## config.mk

```make
export PLATFORM = sky130hd
export DESIGN_NAME = id_issue_queue
export DESIGN_NICKNAME = d
export VERILOG_FILES = /design/src/rtl/cpu_defs_pkg.sv /design/src/rtl/id_queue_ram.sv /design/src/rtl/id_issue_queue.sv
export SDC_FILE = /design/constraint.sdc
export NUM_CORES = 1
export LEC_CHECK = 0
export CORE_UTILIZATION = 60
export DETAILED_ROUTE_END_ITERATION = 10
export GPL_TIMING_DRIVEN = 0
export MAX_ROUTING_LAYER = met4
export PLACE_DENSITY = 0.84
export SLEW_MARGIN = 20
export SYNTH_ARGS = -nofsm -noshare
export SYNTH_HDL_FRONTEND = slang
export SYNTH_SLANG_ARGS = --single-unit
export TNS_END_PERCENT = 20
```

## constraint.sdc

```tcl
create_clock -name clk -period 12 [get_ports clk]
set_input_delay 2.4 -clock clk [delete_from_list [all_inputs] [get_ports clk]]
set_output_delay 2.4 -clock clk [all_outputs]
set_load 0.02 [all_outputs]
```

## src/rtl/cpu_defs_pkg.sv

```systemverilog
// Shared CPU definitions: the fetch-to-decode payload and queue index/count width helpers.
// Optional feature of id_issue_queue: ID_QUEUE_BYPASS_EN (same-cycle fetch-to-decode bypass).
package cpu_defs;

  typedef struct packed {
    logic [31:0] pc;
    logic [31:0] inst;
    logic        excp;
  } fs_to_ds_bus_t;

  // Index width for a ring of n entries (at least one bit).
  function automatic int qidx_w(input int n);
    return (n > 1) ? $clog2(n) : 1;
  endfunction

  // Width able to hold any occupancy 0..n.
  function automatic int qcnt_w(input int n);
    return $clog2(n + 1);
  endfunction

endpackage

```

## src/rtl/id_queue_ram.sv

```systemverilog
// Entry storage for the fetch-to-decode issue queue: multi-port write, asynchronous multi-port read.
// Write addresses within one cycle are always distinct, so port order never matters.
module id_queue_ram
  import cpu_defs::*;
#(
  parameter int DEPTH    = 8,
  parameter int WR_PORTS = 2,
  parameter int RD_PORTS = 2
) (
  input  logic                       clk,
  input  logic [WR_PORTS-1:0]        wr_en_i,
  input  logic [qidx_w(DEPTH)-1:0]   wr_addr_i [WR_PORTS],
  input  fs_to_ds_bus_t              wr_data_i [WR_PORTS],
  input  logic [qidx_w(DEPTH)-1:0]   rd_addr_i [RD_PORTS],
  output fs_to_ds_bus_t              rd_data_o [RD_PORTS]
);

  fs_to_ds_bus_t mem_q [DEPTH];

  always_ff @(posedge clk) begin
    for (int j = 0; j < WR_PORTS; j++) begin
      if (wr_en_i[j]) begin
        mem_q[wr_addr_i[j]] <= wr_data_i[j];
      end
    end
  end

  genvar gi;
  generate
    for (gi = 0; gi < RD_PORTS; gi++) begin : g_rd
      assign rd_data_o[gi] = mem_q[rd_addr_i[gi]];
    end
  endgenerate

endmodule

```

## src/rtl/id_issue_queue.sv

```systemverilog
// Fetch-to-decode issue queue: circular buffer, PUSH_W lanes in, POP_W lanes out, two flush flavours.
// Define ID_QUEUE_BYPASS_EN to let accepted fetch lanes reach decode in the same cycle.
module id_issue_queue
  import cpu_defs::*;
#(
  parameter int DEPTH  = 8,
  parameter int PUSH_W = 2,
  parameter int POP_W  = 2
) (
  input  logic                       clk,
  input  logic                       reset,
  input  logic [PUSH_W-1:0]          in_valid,
  input  fs_to_ds_bus_t              in_data [PUSH_W],
  output logic                       in_ready,
  output logic [POP_W-1:0]           out_valid,
  output fs_to_ds_bus_t              out_data [POP_W],
  input  logic [qcnt_w(POP_W)-1:0]   pop_cnt,
  input  logic                       flush_all,
  input  logic                       flush_keep_ds,
  output logic [qcnt_w(DEPTH)-1:0]   count
);

  localparam int IW = qidx_w(DEPTH);
  localparam int CW = qcnt_w(DEPTH);

  logic [IW-1:0]    head_q, head_d;
  logic [IW-1:0]    tail_q, tail_d;
  logic [CW-1:0]    count_q, count_d;
  logic [CW-1:0]    pushed;
  logic [CW-1:0]    pop_ext;
  logic [PUSH_W-1:0] wr_en;
  logic [IW-1:0]    wr_addr [PUSH_W];
  logic [IW-1:0]    rd_addr [POP_W];
  fs_to_ds_bus_t    rd_data [POP_W];

  // Ready depends on registered occupancy only, never on this cycle's pops.
  assign in_ready = (CW'(DEPTH) - count_q) >= CW'(PUSH_W);
  assign pop_ext  = CW'(pop_cnt);
  assign count    = count_q;

  always_comb begin
    pushed = '0;
    for (int j = 0; j < PUSH_W; j++) begin
      if (in_ready && in_valid[j]) begin
        pushed = pushed + CW'(1);
      end
    end
  end

  genvar gi;
  generate
    for (gi = 0; gi < PUSH_W; gi++) begin : g_wr
      assign wr_addr[gi] = tail_q + IW'(gi);
`ifdef ID_QUEUE_BYPASS_EN
      // A lane consumed through the bypass this cycle never needs storing.
      assign wr_en[gi] = !reset && !flush_all && in_ready && in_valid[gi]
                         && ((count_q + CW'(gi)) >= pop_ext);
`else
      assign wr_en[gi] = !reset && !flush_all && in_ready && in_valid[gi];
`endif
    end

    for (gi = 0; gi < POP_W; gi++) begin : g_out
      logic          lane_vld;
      fs_to_ds_bus_t lane_data;

      assign rd_addr[gi] = head_q + IW'(gi);

`ifdef ID_QUEUE_BYPASS_EN
      always_comb begin
        lane_vld  = 1'b0;
        lane_data = rd_data[gi];
        if (count_q > CW'(gi)) begin
          lane_vld = 1'b1;
        end else begin
          for (int j = 0; j < PUSH_W; j++) begin
            if (in_ready && in_valid[j] && ((count_q + CW'(j)) == CW'(gi))) begin
              lane_vld  = 1'b1;
              lane_data = in_data[j];
            end
          end
        end
      end
`else
      assign lane_vld  = count_q > CW'(gi);
      assign lane_data = rd_data[gi];
`endif

      assign out_valid[gi] = lane_vld;
      assign out_data[gi]  = lane_data;
    end
  endgenerate

  id_queue_ram #(
    .DEPTH    (DEPTH),
    .WR_PORTS (PUSH_W),
    .RD_PORTS (POP_W)
  ) u_ram (
    .clk       (clk),
    .wr_en_i   (wr_en),
    .wr_addr_i (wr_addr),
    .wr_data_i (in_data),
    .rd_addr_i (rd_addr),
    .rd_data_o (rd_data)
  );

  always_comb begin
    head_d  = head_q + IW'(pop_cnt);
    tail_d  = tail_q + IW'(pushed);
    count_d = count_q + pushed - pop_ext;
    if (flush_all) begin
      head_d  = '0;
      tail_d  = '0;
      count_d = '0;
    end else if (flush_keep_ds) begin
      // Keep only the delay slot: oldest surviving stored entry, else an unpopped lane 0.
      if (pop_ext < count_q) begin
        tail_d  = head_d + IW'(1);
        count_d = CW'(1);
      end else if ((pop_ext == count_q) && in_ready && in_valid[0]) begin
        head_d  = tail_q;
        tail_d  = tail_q + IW'(1);
        count_d = CW'(1);
      end else begin
        head_d  = tail_q;
        tail_d  = tail_q;
        count_d = '0;
      end
    end
  end

  always_ff @(posedge clk) begin
    if (reset) begin
      head_q  <= '0;
      tail_q  <= '0;
      count_q <= '0;
    end else begin
      head_q  <= head_d;
      tail_q  <= tail_d;
      count_q <= count_d;
    end
  end

  always_ff @(posedge clk) begin
    if (!reset) begin
`ifdef ID_QUEUE_BYPASS_EN
      assert (pop_ext <= (count_q + pushed));
`else
      assert (pop_ext <= count_q);
`endif
    end
  end

endmodule

```

==> metrics.md <==
| Metric | Value |
|---|---|
| Status | complete, no violations |
| Startpoint types | register |
| Predominant post-synthesis flop cell | edfxtp_1 |
| Min Tclk post-route | between 7 and 8 ns |
| CTS Hold Buffers Added | 0 |
| Remaining Overflow, GRT | 0 |
| Slew margin rel. | 0.284 |
| Avg WL per Cell | approximately 31 um |
| Io pins | between 200 and 300 |
| Fmax | 0.140 GHz |
| Slew Limit Fails | 0 |
| Endpoints failing hold | 0 |
| Total GRT Usage | 0.342 |
| VDD IR max | around 0.11 mV |
| Area share of the largest cell type after synthesis | 0.498 |
| Initial antenna violation count | 12 |
| Crit path from | head_q[0]$_SDFF_PP0_ |
| Worst setup EP type | output pin |
| # setup viols final | 0 |
| Req. time, crit path | 9.60 ns |
| Synth area leaders | edfxtp_1 50%, mux4_2 19%, mux2_2 17% |
| Post-route ant nets | 0 |
| Initial Util | 0.609 |
| Core Rows | 83 |
| Routability Congestion | 0.827 |
| Post-synthesis register bit count | 530 |
| Unique masters post-synth | 48 |
| Vias in the first global route | roughly 20000 |
| First-pass iteration count of the detailed router | 5 |
| Seq/Total Area, Yosys | 0.505 |
| Fraction of layout cells with a size suffix above 1 | 0.520 |
| Number of synthesized flops with an enable pin | 520 |
| Post-Route WL | 87.7 mm |
| First DRT Iteration DRCs | roughly 2100 |
| Hold Crit Start | tail_q[1]$_SDFFE_PP0P_ |
| Die X | around 230 um |
| RSZ-0062 raised after global routing | false |
| Mapped cell area | approximately 31000 sq um |
| Kind of critical path | reg2out |
| Post-synth top area cell | edfxtp_1 |
| Worst path arrival time | 4.75 ns |
| Layout area overhead | 19.9% |
| Core Area | ~52000 sq um |
| # port buffers | between 200 and 300 |
| Post-DR vias/cell | around 7 |
| CTS buffer count | 55 |
| CTS Buffer Depth | 3 |
| RR Startpoint | count[0]$_SDFF_PP0_ |
| Clock Pin Slew Worst Setup and Hold Paths | around 0.070 ns |
| Root Driver | clkbuf_16 |
| CTS tree | yes |
| Period Utilization, post-route | 0.596 |
| Clk sink count | 530 |
| Clock insertion delay at the later pin of the skew report | 0.63 ns |
| MaxCap Viol Count | 0 |
| Die area | approximately 53000 sq um |
| Worst-path fanout max | 10 |
| Post-Synthesis Cells | roughly 1700 |
| Largest net degree at the start of global routing | 20 |
| DRC | 0 |
| Syn avg cell area | roughly 18 sq um |
| Final worst slack | approximately 4.8 ns |
| Reg2Reg Setup Slack | around 8.4 ns |
| P_leak | about 13 nW |
| Tightest Pin Transition | approximately 1.1 ns |
| Fillers | 3102 |
| Most common cell in the synthesized netlist | edfxtp_1 |
| Hold Path Class | reg2reg |
| Post-DP HPWL | 59.1 mm |
| H-Tree Level Count | 2 |
| Setup WS pre-CTS | ~5.6 ns |
| Wire length of the first global-routing pass | 128 mm |
| Placed Instances | between 2000 and 3000 |
| Syn_nets | approximately 1900 |
| Sum Neg Setup Slack | 0 ns |
| Die height | roughly 230 um |
| Post-CTS resize count | 0 |
| Pwr/cell area | 129 nW/um^2 |
| DR vias | approximately 19000 |
| Post-Layout Cell Count | 2800 |
| Clk_skew | a little over 0.02 ns |
| Total setup buffers inserted after CTS | 0 |
| Commonest cells in the netlist | 520 x edfxtp_1, 467 x mux2_2, 260 x mux4_2 |
| Final net count | 2224 |
| Yosys warns | 0 |
| Async SR Flop Fraction | 0 |
## sequential cells by signal, summed over array words and instances (netlist names)
register,flops
count,4
u_ram.mem_q,520
tail_q,3
head_q,3
## cell usage in the layout, fill, tap and decap left out, types with 6 or more instances in the layout
cell / count
clkbuf_1: 53
edfxtp_1: 520
ha_1: 18
nand2_1: 6
buf_4: 15
inv_1: 15
diode_2: 13
clkinv_1: 11
buf_1: 12
mux2_4: 156
clkinv_2: 12
buf_6: 28
mux2_2: 467
nor2_1: 13
clkdlybuf4s50_1: 274
buf_2: 41
clkbuf_16: 57
dfxtp_1: 10
mux4_2: 260
mux2_1: 27
buf_16: 29
## per-layer routing
metal / up-vias / share of wire / track usage
li1: 7874 / - / -
met1: 10105 / 0.38 / 0.445
met2: 1183 / 0.50 / 0.551
met3: 206 / 0.092 / 0.0610
met4: 0 / 0.031 / 0.110
met5: - / 0 / -
## metrics by stage
stage	power, mW	utilization	instance area (sq um)	hold WS (ns)
after CTS	4.87	0.729	37500	0.613
final	4.86	0.729	37600	0.622
after floorplan	2.85	-	31300	0.529
after global placement	3.26	0.678	34900	0.574
after detailed placement	3.30	0.697	35900	0.595
after global routing	5.00	0.729	37600	0.666
## logic make-up after synthesis
kind of cell	share of synthesized area
AO/OA/AOI/OAI	0.00543
flip-flops	0.505
adder cells (fa/ha/maj)	0.00974
AND/OR/NAND/NOR	0.00982
multiplexers	0.440
XOR/XNOR	0.00224
buffers and inverters	0.0280
## final timing paths
kind                                          endpoint  depth (start not counted)
worst max-delay path                      out_data[59]                          7
worst min-delay path            tail_q[1]$_SDFFE_PP0P_                          2
worst max register to register     count[3]$_SDFF_PP0_                         14
worst min register to register  tail_q[1]$_SDFFE_PP0P_                          2
## worst max-delay path: stages (launching register included)
cell	delay (ns)
dfxtp_1	0.40
clkbuf_1	0.55
buf_2	0.45
clkbuf_1	0.71
buf_1	0.74
mux4_2	0.42
mux2_2	0.31
clkdlybuf4s50_1	0.55
## report_power, final
| group | switching (mW) | leakage, nW | internal (mW) |
|---|---|---|---|
| clock network | 0.721 | 0.795 | 0.871 |
| logic | 0.559 | 7.12 | 0.594 |
| registers | 0.0252 | 4.77 | 2.09 |
## layout make-up
class                           count  area [sq um]  area share
Inverter                           15          56.3     0.00150
Buffer                            134           825      0.0219
Multi-Input combinational cell   1020         14700       0.392
Tap cell                          680           851      0.0226
Antenna cell                       13          32.5    0.000866
Clock buffer                       76          1510      0.0401
Clock inverter                     24           109     0.00290
Sequential cell                   530         15800       0.421
Timing Repair Buffer              308          3640      0.0968
Power figures use the tool's default switching activity.
